--- src/rtl/pc_seq_pkg.sv ---
// Shared definitions for the program-counter sequencer.
//   - CMD_* : encoding of the 3-bit command bus from the decoder
//   - state_e : run/halt/error state of the sequencer
//   - DEFAULT_AW : default PC address width
package pc_seq_pkg;

  localparam int unsigned DEFAULT_AW = 8;

  localparam logic [2:0] CMD_INC  = 3'd0;
  localparam logic [2:0] CMD_JMP  = 3'd1;
  localparam logic [2:0] CMD_BZ   = 3'd2;
  localparam logic [2:0] CMD_BNZ  = 3'd3;
  localparam logic [2:0] CMD_CALL = 3'd4;
  localparam logic [2:0] CMD_RET  = 3'd5;
  localparam logic [2:0] CMD_HALT = 3'd6;
  localparam logic [2:0] CMD_HOLD = 3'd7;

  typedef enum logic [1:0] {
    ST_RUN,
    ST_HALT,
    ST_ERR
  } state_e;

endpackage

--- src/rtl/ras_stack.sv ---
// Return-address stack: DEPTH x AW LIFO.
// Ports:
//   clk, rst   : clock, asynchronous active-high reset (clears occupancy only)
//   push, pop  : push din / pop top; push is ignored when full, pop when empty
//   din        : value to push
//   top        : most recently pushed entry (undefined when empty)
//   sp         : current occupancy, 0..DEPTH
//   full/empty : occupancy flags
module ras_stack #(
  parameter int unsigned AW    = 8,
  parameter int unsigned DEPTH = 4
) (
  input  logic                         clk,
  input  logic                         rst,
  input  logic                         push,
  input  logic                         pop,
  input  logic [AW-1:0]                din,
  output logic [AW-1:0]                top,
  output logic [$clog2(DEPTH+1)-1:0]   sp,
  output logic                         full,
  output logic                         empty
);

  localparam int unsigned SPW = $clog2(DEPTH + 1);
  localparam int unsigned IW  = $clog2(DEPTH);

  logic [AW-1:0]  mem_q [DEPTH];
  logic [SPW-1:0] sp_q, sp_d;
  logic [IW-1:0]  wr_idx, rd_idx;
  logic           do_push, do_pop;

  assign full    = (sp_q == SPW'(DEPTH));
  assign empty   = (sp_q == '0);
  assign do_push = push & ~full;
  // Push wins if both are requested; the sequencer never issues both.
  assign do_pop  = pop & ~empty & ~push;

  assign wr_idx = IW'(sp_q);
  assign rd_idx = IW'(sp_q - SPW'(1));
  assign top    = mem_q[rd_idx];
  assign sp     = sp_q;

  always_comb begin
    sp_d = sp_q;
    if (do_push) begin
      sp_d = sp_q + SPW'(1);
    end else if (do_pop) begin
      sp_d = sp_q - SPW'(1);
    end
  end

  always_ff @(posedge clk or posedge rst) begin
    if (rst) begin
      sp_q <= '0;
    end else begin
      sp_q <= sp_d;
    end
  end

  // Contents need no reset: only entries below sp are ever read.
  always_ff @(posedge clk) begin
    if (do_push) begin
      mem_q[wr_idx] <= din;
    end
  end

endmodule

--- src/rtl/pc_sequencer.sv ---
// Next-address controller for the program counter register.
// Selects pc_next (PC register PCin) each cycle from INC/JMP/BZ/BNZ/CALL/RET/HALT/HOLD,
// owns the run/halt/error state machine and, optionally, a return-address stack.
// Build option: define PC_SEQ_STACK_EN to instantiate the return stack; without it
// CALL behaves as JMP, RET as INC, sp and err are tied to 0.
// Ports:
//   clk, rst      : clock, asynchronous active-high reset
//   pc_cur        : current PC (PC register PCout)
//   cmd_valid/cmd : command and its qualifier (invalid cycles act as INC)
//   target        : jump/branch/call destination
//   zflag         : ALU zero flag for BZ/BNZ
//   stall         : freeze PC and all internal state
//   resume        : leave HALT
//   pc_next       : combinational next PC
//   halted, err   : state decodes
//   sp            : return stack occupancy
module pc_sequencer
  import pc_seq_pkg::*;
#(
  parameter int unsigned AW    = DEFAULT_AW,
  parameter int unsigned DEPTH = 4
) (
  input  logic                       clk,
  input  logic                       rst,
  input  logic [AW-1:0]              pc_cur,
  input  logic                       cmd_valid,
  input  logic [2:0]                 cmd,
  input  logic [AW-1:0]              target,
  input  logic                       zflag,
  input  logic                       stall,
  input  logic                       resume,
  output logic [AW-1:0]              pc_next,
  output logic                       halted,
  output logic                       err,
  output logic [$clog2(DEPTH+1)-1:0] sp
);

  state_e        state_q, state_d;
  logic [AW-1:0] pc_inc;
  logic [2:0]    cmd_eff;

  assign pc_inc  = pc_cur + AW'(1);
  assign cmd_eff = cmd_valid ? cmd : CMD_INC;

`ifdef PC_SEQ_STACK_EN
  logic          push, pop, full, empty;
  logic [AW-1:0] top;

  ras_stack #(
    .AW    (AW),
    .DEPTH (DEPTH)
  ) u_ras_stack (
    .clk   (clk),
    .rst   (rst),
    .push  (push),
    .pop   (pop),
    .din   (pc_inc),
    .top   (top),
    .sp    (sp),
    .full  (full),
    .empty (empty)
  );

  assign err = (state_q == ST_ERR);
`else
  assign sp  = '0;
  assign err = 1'b0;
`endif

  assign halted = (state_q == ST_HALT);

  always_comb begin
    state_d = state_q;
    pc_next = pc_cur;
`ifdef PC_SEQ_STACK_EN
    push    = 1'b0;
    pop     = 1'b0;
`endif
    unique case (state_q)
      ST_RUN: begin
        if (!stall) begin
          case (cmd_eff)
            CMD_INC: pc_next = pc_inc;
            CMD_JMP: pc_next = target;
            CMD_BZ:  pc_next = zflag ? target : pc_inc;
            CMD_BNZ: pc_next = zflag ? pc_inc : target;
`ifdef PC_SEQ_STACK_EN
            CMD_CALL: begin
              if (full) begin
                state_d = ST_ERR;
              end else begin
                push    = 1'b1;
                pc_next = target;
              end
            end
            CMD_RET: begin
              if (empty) begin
                state_d = ST_ERR;
              end else begin
                pop     = 1'b1;
                pc_next = top;
              end
            end
`else
            CMD_CALL: pc_next = target;
            CMD_RET:  pc_next = pc_inc;
`endif
            CMD_HALT: state_d = ST_HALT;
            default:  ; // HOLD: keep PC and state
          endcase
        end
      end
      ST_HALT: begin
        if (resume && !stall) begin
          state_d = ST_RUN;
        end
      end
      ST_ERR:  ; // sticky until reset
      default: state_d = ST_RUN;
    endcase
    // Reset forces a zero PC while asserted, independent of the register state.
    if (rst) begin
      pc_next = '0;
    end
  end

  always_ff @(posedge clk or posedge rst) begin
    if (rst) begin
      state_q <= ST_RUN;
    end else begin
      state_q <= state_d;
    end
  end

endmodule

--- config.mk ---
export PLATFORM = sky130hd
export DESIGN_NAME = pc_sequencer
export DESIGN_NICKNAME = d
export VERILOG_FILES = /design/src/rtl/pc_seq_pkg.sv /design/src/rtl/ras_stack.sv /design/src/rtl/pc_sequencer.sv
export SDC_FILE = /design/constraint.sdc
export NUM_CORES = 1
export LEC_CHECK = 0
export CAP_MARGIN = 20
export CORE_MARGIN = 2
export CORE_UTILIZATION = 34
export DETAILED_ROUTE_END_ITERATION = 16
export PLACE_DENSITY_LB_ADDON = 0.05
export SLEW_MARGIN = 20
export SYNTH_ARGS = -nofsm -noshare
export SYNTH_HDL_FRONTEND = slang
export SYNTH_SLANG_ARGS = --single-unit
--- constraint.sdc ---
create_clock -name clk -period 2.5 [get_ports clk]
set_clock_uncertainty 0.05 [all_clocks]
set_input_delay 0.25 -clock clk [delete_from_list [all_inputs] [get_ports clk]]
set_output_delay 0.25 -clock clk [all_outputs]
set_load 0.005 [all_outputs]
==> results of run 1 <==
==> cell usage in the layout (no fill, tap or decap), drive strengths merged, types with 2 or more instances in the layout <==
cell type,count
inv,4
nand2b,2
dlygate4sd2,3
nor2,3
xnor2,2
conb,4
and3,2
clkdlybuf4s50,24
o2bb2ai,3
a32oi,2
nand2,9
a221oi,3
a22oi,3
dlymetal6s2s,6
buf,11
nand3,5
o21ai,7
==> layout make-up <==
cell class                 count  area, um2
timing repair buffer          44        424
inverter                       4       15.0
fill                         126        380
sequential                     1       25.0
tap                           15       18.8
multi-input combinational     61        438
==> worst max path at each step <==
stage / to / cells past startpoint
after CTS: pc_next[4] / 7
after global routing: pc_next[5] / 7
after global placement: pc_next[4] / 7
final: pc_next[5] / 7
after detailed placement: pc_next[4] / 7
after floorplan: pc_next[5] / 5
==> synth_stat cells <==
| cell type | count |
|---|---|
| nand2_1 | 9 |
| o21ai_0 | 7 |
| nand3_1 | 5 |
| buf_4 | 4 |
| inv_1 | 4 |
| a22oi_1 | 3 |
| nor2_1 | 3 |
| o2bb2ai_1 | 3 |
| a221oi_1 | 2 |
| a32oi_1 | 2 |
| and3_1 | 2 |
| nand2b_1 | 2 |
| xnor2_1 | 2 |
| a211oi_2 | 1 |
| a21oi_1 | 1 |
| a221oi_2 | 1 |
| a311oi_4 | 1 |
| and2_4 | 1 |
| conb_1 | 1 |
| dfrtp_1 | 1 |
| ha_1 | 1 |
| nand4_1 | 1 |
| nand4bb_1 | 1 |
| nor3_1 | 1 |
| nor4_1 | 1 |
| o211ai_1 | 1 |
| o21a_1 | 1 |
| o221ai_1 | 1 |
| o32ai_1 | 1 |
| o41ai_1 | 1 |
| or3_1 | 1 |
| xor2_1 | 1 |
==> logic make-up (layout without fill, tap and decap cells) <==
group	Yosys count	after routing
AOI/OAI and AO/OA	26	26
adders and majority gates	1	1
and+or+nand+nor	27	27
other	1	4
DFF	1	1
buffers and inverters	8	48
xor gates and xnor gates	3	3
==> metal layers <==
layer  wire length, um  part of all wire, %  global-route usage, %
met2               838                   48                   37.5
met1               766                   44                   27.8
met5                 0                    0                      0
met3               141                  8.1                  0.543
met4                 0                    0                      0
==> metrics by stage <==
stage | hold slack (ps) | area (um2)
finish | 451 | 921
detailed placement | 445 | 861
global placement | 442 | 861
floorplan | -40.6 | 482
global route | 497 | 921
CTS | 445 | 860
==> what timing repair did <==
action                     4_1_cts  5_1_grt
resized for setup                5       11
setup endpoints to repair        8        6
setup buffers                    0        3
pin swaps                        1        2
==> power by group <==
group	switching (mW)	internal [mW]	leakage (nW)
Combinational	0.0679	0.0927	0.413
Sequential	0.00219	0.0177	0.0135
Clock	0	0	0
==> critical path: stages <==
cell             delay (ps)
clkdlybuf4s50_1         490
nand3_1                 120
nand2_1                 120
or3_1                   390
a32oi_1                 200
o2bb2ai_1                90
clkdlybuf4s50_1         440
==> results by group, run 1 <==
Power
  – IR drop worst, VDD: roughly 0.11 mV
  – Pleak: between 0.4 and 0.5 nW
  – Tot Pwr: 0.180 mW
  – Pwr dens: 196 nW/um2

Critical path
  – Flop-to-flop setup slack: between 1000 and 1500 ps
  – FF-to-FF path depth: 1
  – FF-to-FF Start: state_q[0]
  – Crit path from: cmd_valid
  – Worst r2r dst: state_q[0]
  – CP Capture Type: output pin
  – WP data required: 2200 ps
  – Critical path class: input pin to output pin
  – Worst setup SP type: input pin
  – CP max FO: 4
  – Arrival time of the worst setup path: 2100 ps

Floorplan
  – Chip width: 41.2 um
  – I/O pin cnt: 38
  – Die footprint: 1700 um2
  – Chip Height: roughly 41 um
  – Area of the core: 1300 um2
  – Initial Utilization: 36.2%
  – Rows: 13

Placed design
  – Placed Cells: 122
  – Port Buf Inserts: 33
  – Post-Place Setup Slack: -136 ps
  – GP Congestion: 0.862
  – DPL Wire Length: 1.29 mm

GRT
  – Largest net degree at the start of global routing: 9
  – GR Overflow Total: 0
  – Antenna violations before repair: 0
  – Tot GR Track Use: about a fifth
  – First-pass GRT wire length: 2.44 mm
  – Vias in the first global route: 570

Layout
  – Area grow syn2layout: 95.7%
  – Diodes inserted: 0
  – Largest register FFs: 1
  – Nets: 138
  – Largest Register: state_q
  – Largest regs: state_q x1
  – Fraction of layout cells with a size suffix above 1: 19.1%
  – Finished Layout Cells: approximately 130
  – Fin util: 70.8%

Logic synthesis
  – Post-synth cell types: 32
  – Synth top area cells: o21ai_0 7.4%, nand2_1 7.2%, buf_4 6.4%, a311oi_4 5.6%, o2bb2ai_1 5.6%
  – Area share of the largest cell type after synthesis: ~7.4%
  – Total number of yosys warnings: 0
  – Synth Area in Adders: 2.66%
  – Largest family of logic cells by synthesized area: compound AO/OA/AOI/OAI gates
  – Multiplexer share of the synthesized area: 0%
  – Post-Synthesis Cells: 67
  – Seq/Total Area, Yosys: around 5.3%
  – Yosys reg bits: 1
  – Post-synthesis compound-gate area fraction: 46.5%
  – Cell area after synthesis: 470 um2
  – Post-synthesis simple-gate area fraction: 29.5%
  – Synthesized area per cell: 7.02 um2
  – Area leader, netlist: o21ai_0
  – Post-synthesis xor/xnor area fraction: 5.59%

Timing
  – Final hold vios: 0
  – # setup viols final: 0
  – Crit share post-route: 96.1%
  – Max frequency: 0.416 GHz
  – Post-route minimum period: around 2400 ps
  – Number of max-slew violations in the final report: 0
  – TNS Setup: 0 ps
  – Worst Slack Setup Final: 98.6 ps

Clock network
  – Clock transition at the registers of the reported paths: 0 ps
  – Cts hold-fix bufs: 0
  – Clk_lat worst skew: 0 ps

Route
  – Routed WL: 1.75 mm
  – # DRC: 0
  – Routed len/inst: 14.0 um
  – Iter 0 DRT Violations: 11
  – Drt pass-1 iters: 4
  – Via Count: between 700 and 800
  – Final antenna-violating net count: 0
  – Vias/cell: 5.72

Hold path
  – Hold WC Path Type: input pin to async pin

Outcome
  – Status: finished, final reports clean

Job
  – # Max-Cap Violations: 0
No activity file was read; power rests on OpenSTA's default activity.
==> run 2, diff against run 1 <==
Settings changed: SYNTH_HIERARCHICAL from default to 1.
==> results of run 2 <==
The final DEF is identical to that of run 1; final timing and power are the same.
Main changes from that run: Yosys warning count 0 -> 6
==> run 3, diff against run 2 <==
Settings changed: SETUP_SLACK_MARGIN from default to 0.02.
==> results by group, run 3 <==
Timing
  – Final hold vios: 0
  – RSZ-0062 raised after global routing: false
  – Number of max-slew violations in the final report: 0
  – Crit share post-route: 96.5%
  – Max frequency: 0.414 GHz
  – # setup viols final: 0
  – Post-route minimum period: 2410 ps

Floorplan
  – I/O pin cnt: 38
  – Chip width: 41.2 um
  – Area of the core: 1300 um2
  – Initial Utilization: 36.2%
  – Rows: 13
  – Chip Height: 41.2 um
  – Die footprint: approximately 1700 um2

GRT
  – Met3 usage: 0.543%
  – First-pass GRT wire length: 2.44 mm
  – GR Overflow Total: 0
  – Tot GR Track Use: 20.5%
  – Vias in the first global route: 570
  – Met2 usage: 37.5%
  – Antenna violations before repair: 0
  – Grt met1 use: 27.8%
  – Largest net degree at the start of global routing: 9
  – Gr busiest metal: met2

Route
  – Final antenna-violating net count: 0
  – # DRC: 0
  – Iter 0 DRT Violations: 9
  – Drt pass-1 iters: 4
  – Routed WL: around 1.7 mm
  – Via Count: 682
  – Routed len/inst: 13.9 um
  – Vias/cell: 5.54

Outcome
  – Status: finished, final reports clean

Layout
  – Area grow syn2layout: 92.6%
  – Largest Register: state_q
  – Diodes inserted: 0
  – Final Cell Area: 906 um2
  – Most frequent cells in the layout: 26 x clkdlybuf4s50_1, 9 x nand2_1, 9 x buf_4, 6 x o21ai_0
  – Nets: 136
  – Finished Layout Cells: 123
  – Fraction of layout cells with a size suffix above 1: 18.5%
  – Commonest non-fill, non-tap cell in the layout: clkdlybuf4s50_1
  – Fill count: 127
  – Largest regs: state_q x1
  – Largest register FFs: 1

Logic synthesis
  – Yosys reg bits: 1
  – Total number of yosys warnings: 6
  – Ys flop type: dfrtp_1
  – Fraction of registers with async set/reset: 100%
  – Area leader, netlist: o21ai_0
  – Post-Synthesis Cells: 67
  – Post-synth EDFFs: 0
  – Synth top area cells: o21ai_0 7.4%, nand2_1 7.2%, buf_4 6.4%, a311oi_4 5.6%, o2bb2ai_1 5.6%
  – Synthesized area per cell: ~7.0 um2
  – Post-synth cell types: 32
  – Cell area after synthesis: roughly 470 um2
  – Most frequent cell after synthesis: nand2_1
  – Commonest cells in the netlist: 9 x nand2_1, 7 x o21ai_0, 5 x nand3_1
  – Area share of the largest cell type after synthesis: around 7.4%
  – Seq/Total Area, Yosys: 5.32%

Power
  – IR drop worst, VDD: 0.113 mV
  – Clock group share of total power: 0%
  – Switching pwr: 0.0698 mW
  – Sequential power share: 11.2%
  – Sw Ratio: 39.2%
  – Int Power: ~0.11 mW
  – Logic pwr share: 88.8%
  – Pleak: 0.390 nW
  – Pwr dens: roughly 200 nW/um2

Critical path
  – CP max FO: 4
  – FF-to-FF path depth: 1
  – Arrival time of the worst setup path: about 2100 ps
  – Critical path class: input pin to output pin
  – WP data required: 2200 ps
  – FF-to-FF Start: state_q[0]
  – Flop-to-flop setup slack: 1490 ps
  – CP Capture Type: output pin
  – Critical Path End: pc_next[5]
  – Worst r2r dst: state_q[0]
  – Crit path from: cmd_valid
  – Worst setup SP type: input pin

Placed design
  – DPL Wire Length: about 1.3 mm
  – GP Congestion: 0.862
  – Placed Cells: ~120
  – Port Buf Inserts: 33
  – Placed instance area: 861 um2

Job
  – # Max-Cap Violations: 0

Clock network
  – Clk_lat worst skew: 0 ps
  – Clock transition at the registers of the reported paths: 0 ps

Hold path
  – Hold WC Path Type: input pin to async pin
-- run 3: final cells by class --
type	instances	area [um2]	area share, %
inverters	4	15.0	1.66
multi-input cells	61	443	48.9
flip-flops and latches	1	25.0	2.76
well taps	15	18.8	2.07
repair buffers	42	404	44.6
-- run 3: layer usage --
| layer | wire, um | vias to the layer above |
|---|---|---|
| met3 | 144 | 0 |
| met4 | 0 | 0 |
| met2 | 815 | 37 |
| li1 | - | 343 |
| met5 | 0 | - |
| met1 | 750 | 302 |
-- run 3: worst max-delay path, cell delays in order --
cell and delay [ps]:
clkdlybuf4s50_1 510, nand3_2 120, nand2_1 110, or3_1 390, a32oi_1 200, o2bb2ai_1 90
clkdlybuf4s50_1 450
-- run 3: logic make-up after synthesis --
family / Yosys count / share of synthesized area, %
buffers and inverters: 8 / 9.57
adder cells (fa/ha/maj): 1 / 2.66
AO/OA/AOI/OAI: 26 / 46.5
other: 1 / 0.797
flip-flops: 1 / 5.32
XOR/XNOR: 3 / 5.59
AND/OR/NAND/NOR: 27 / 29.5
-- run 3: how the worst min path moves through the flow --
stage          slack (ps)    endpoint  from  depth (start not counted)
2_1_floorplan         -40  state_q[0]   rst                          1
3_3_place_gp          440  state_q[0]   rst                          2
3_5_place_dp          440  state_q[0]   rst                          2
4_1_cts               440  state_q[0]   rst                          2
5_1_grt               500  state_q[0]   rst                          2
6_report              450  state_q[0]   rst                          2
-- run 3: metrics by stage --
stage          power [mW]  util (%)  worst slack [ps]  TNS (ps)  hold WS [ps]
3_3_place_gp        0.170      66.2             -45.6      -160           442
5_1_grt             0.193      69.6              13.4         0           497
2_1_floorplan      0.0797         -               808         0         -40.6
3_5_place_dp        0.173      66.2              -136      -535           445
4_1_cts             0.173      66.1              1.31         0           445
6_report            0.178      69.6              86.6         0           454
-- run 3: power by group through the flow --
stage / registers, mW / clock network, mW / logic [mW]
floorplan: 0.0196 / 0 / 0.0602
global placement: 0.0196 / 0 / 0.151
detailed placement: 0.0197 / 0 / 0.153
CTS: 0.0197 / 0 / 0.153
global route: 0.0201 / 0 / 0.172
finish: 0.0199 / 0 / 0.158
-- run 3: repair_timing --
action	in CTS	in global routing
pin swaps	1	2
hold buffers	0	0
endpoints found under the setup margin	8	7
buffers inserted	0	1
hold endpoints to repair	0	0
gates resized for setup	5	10
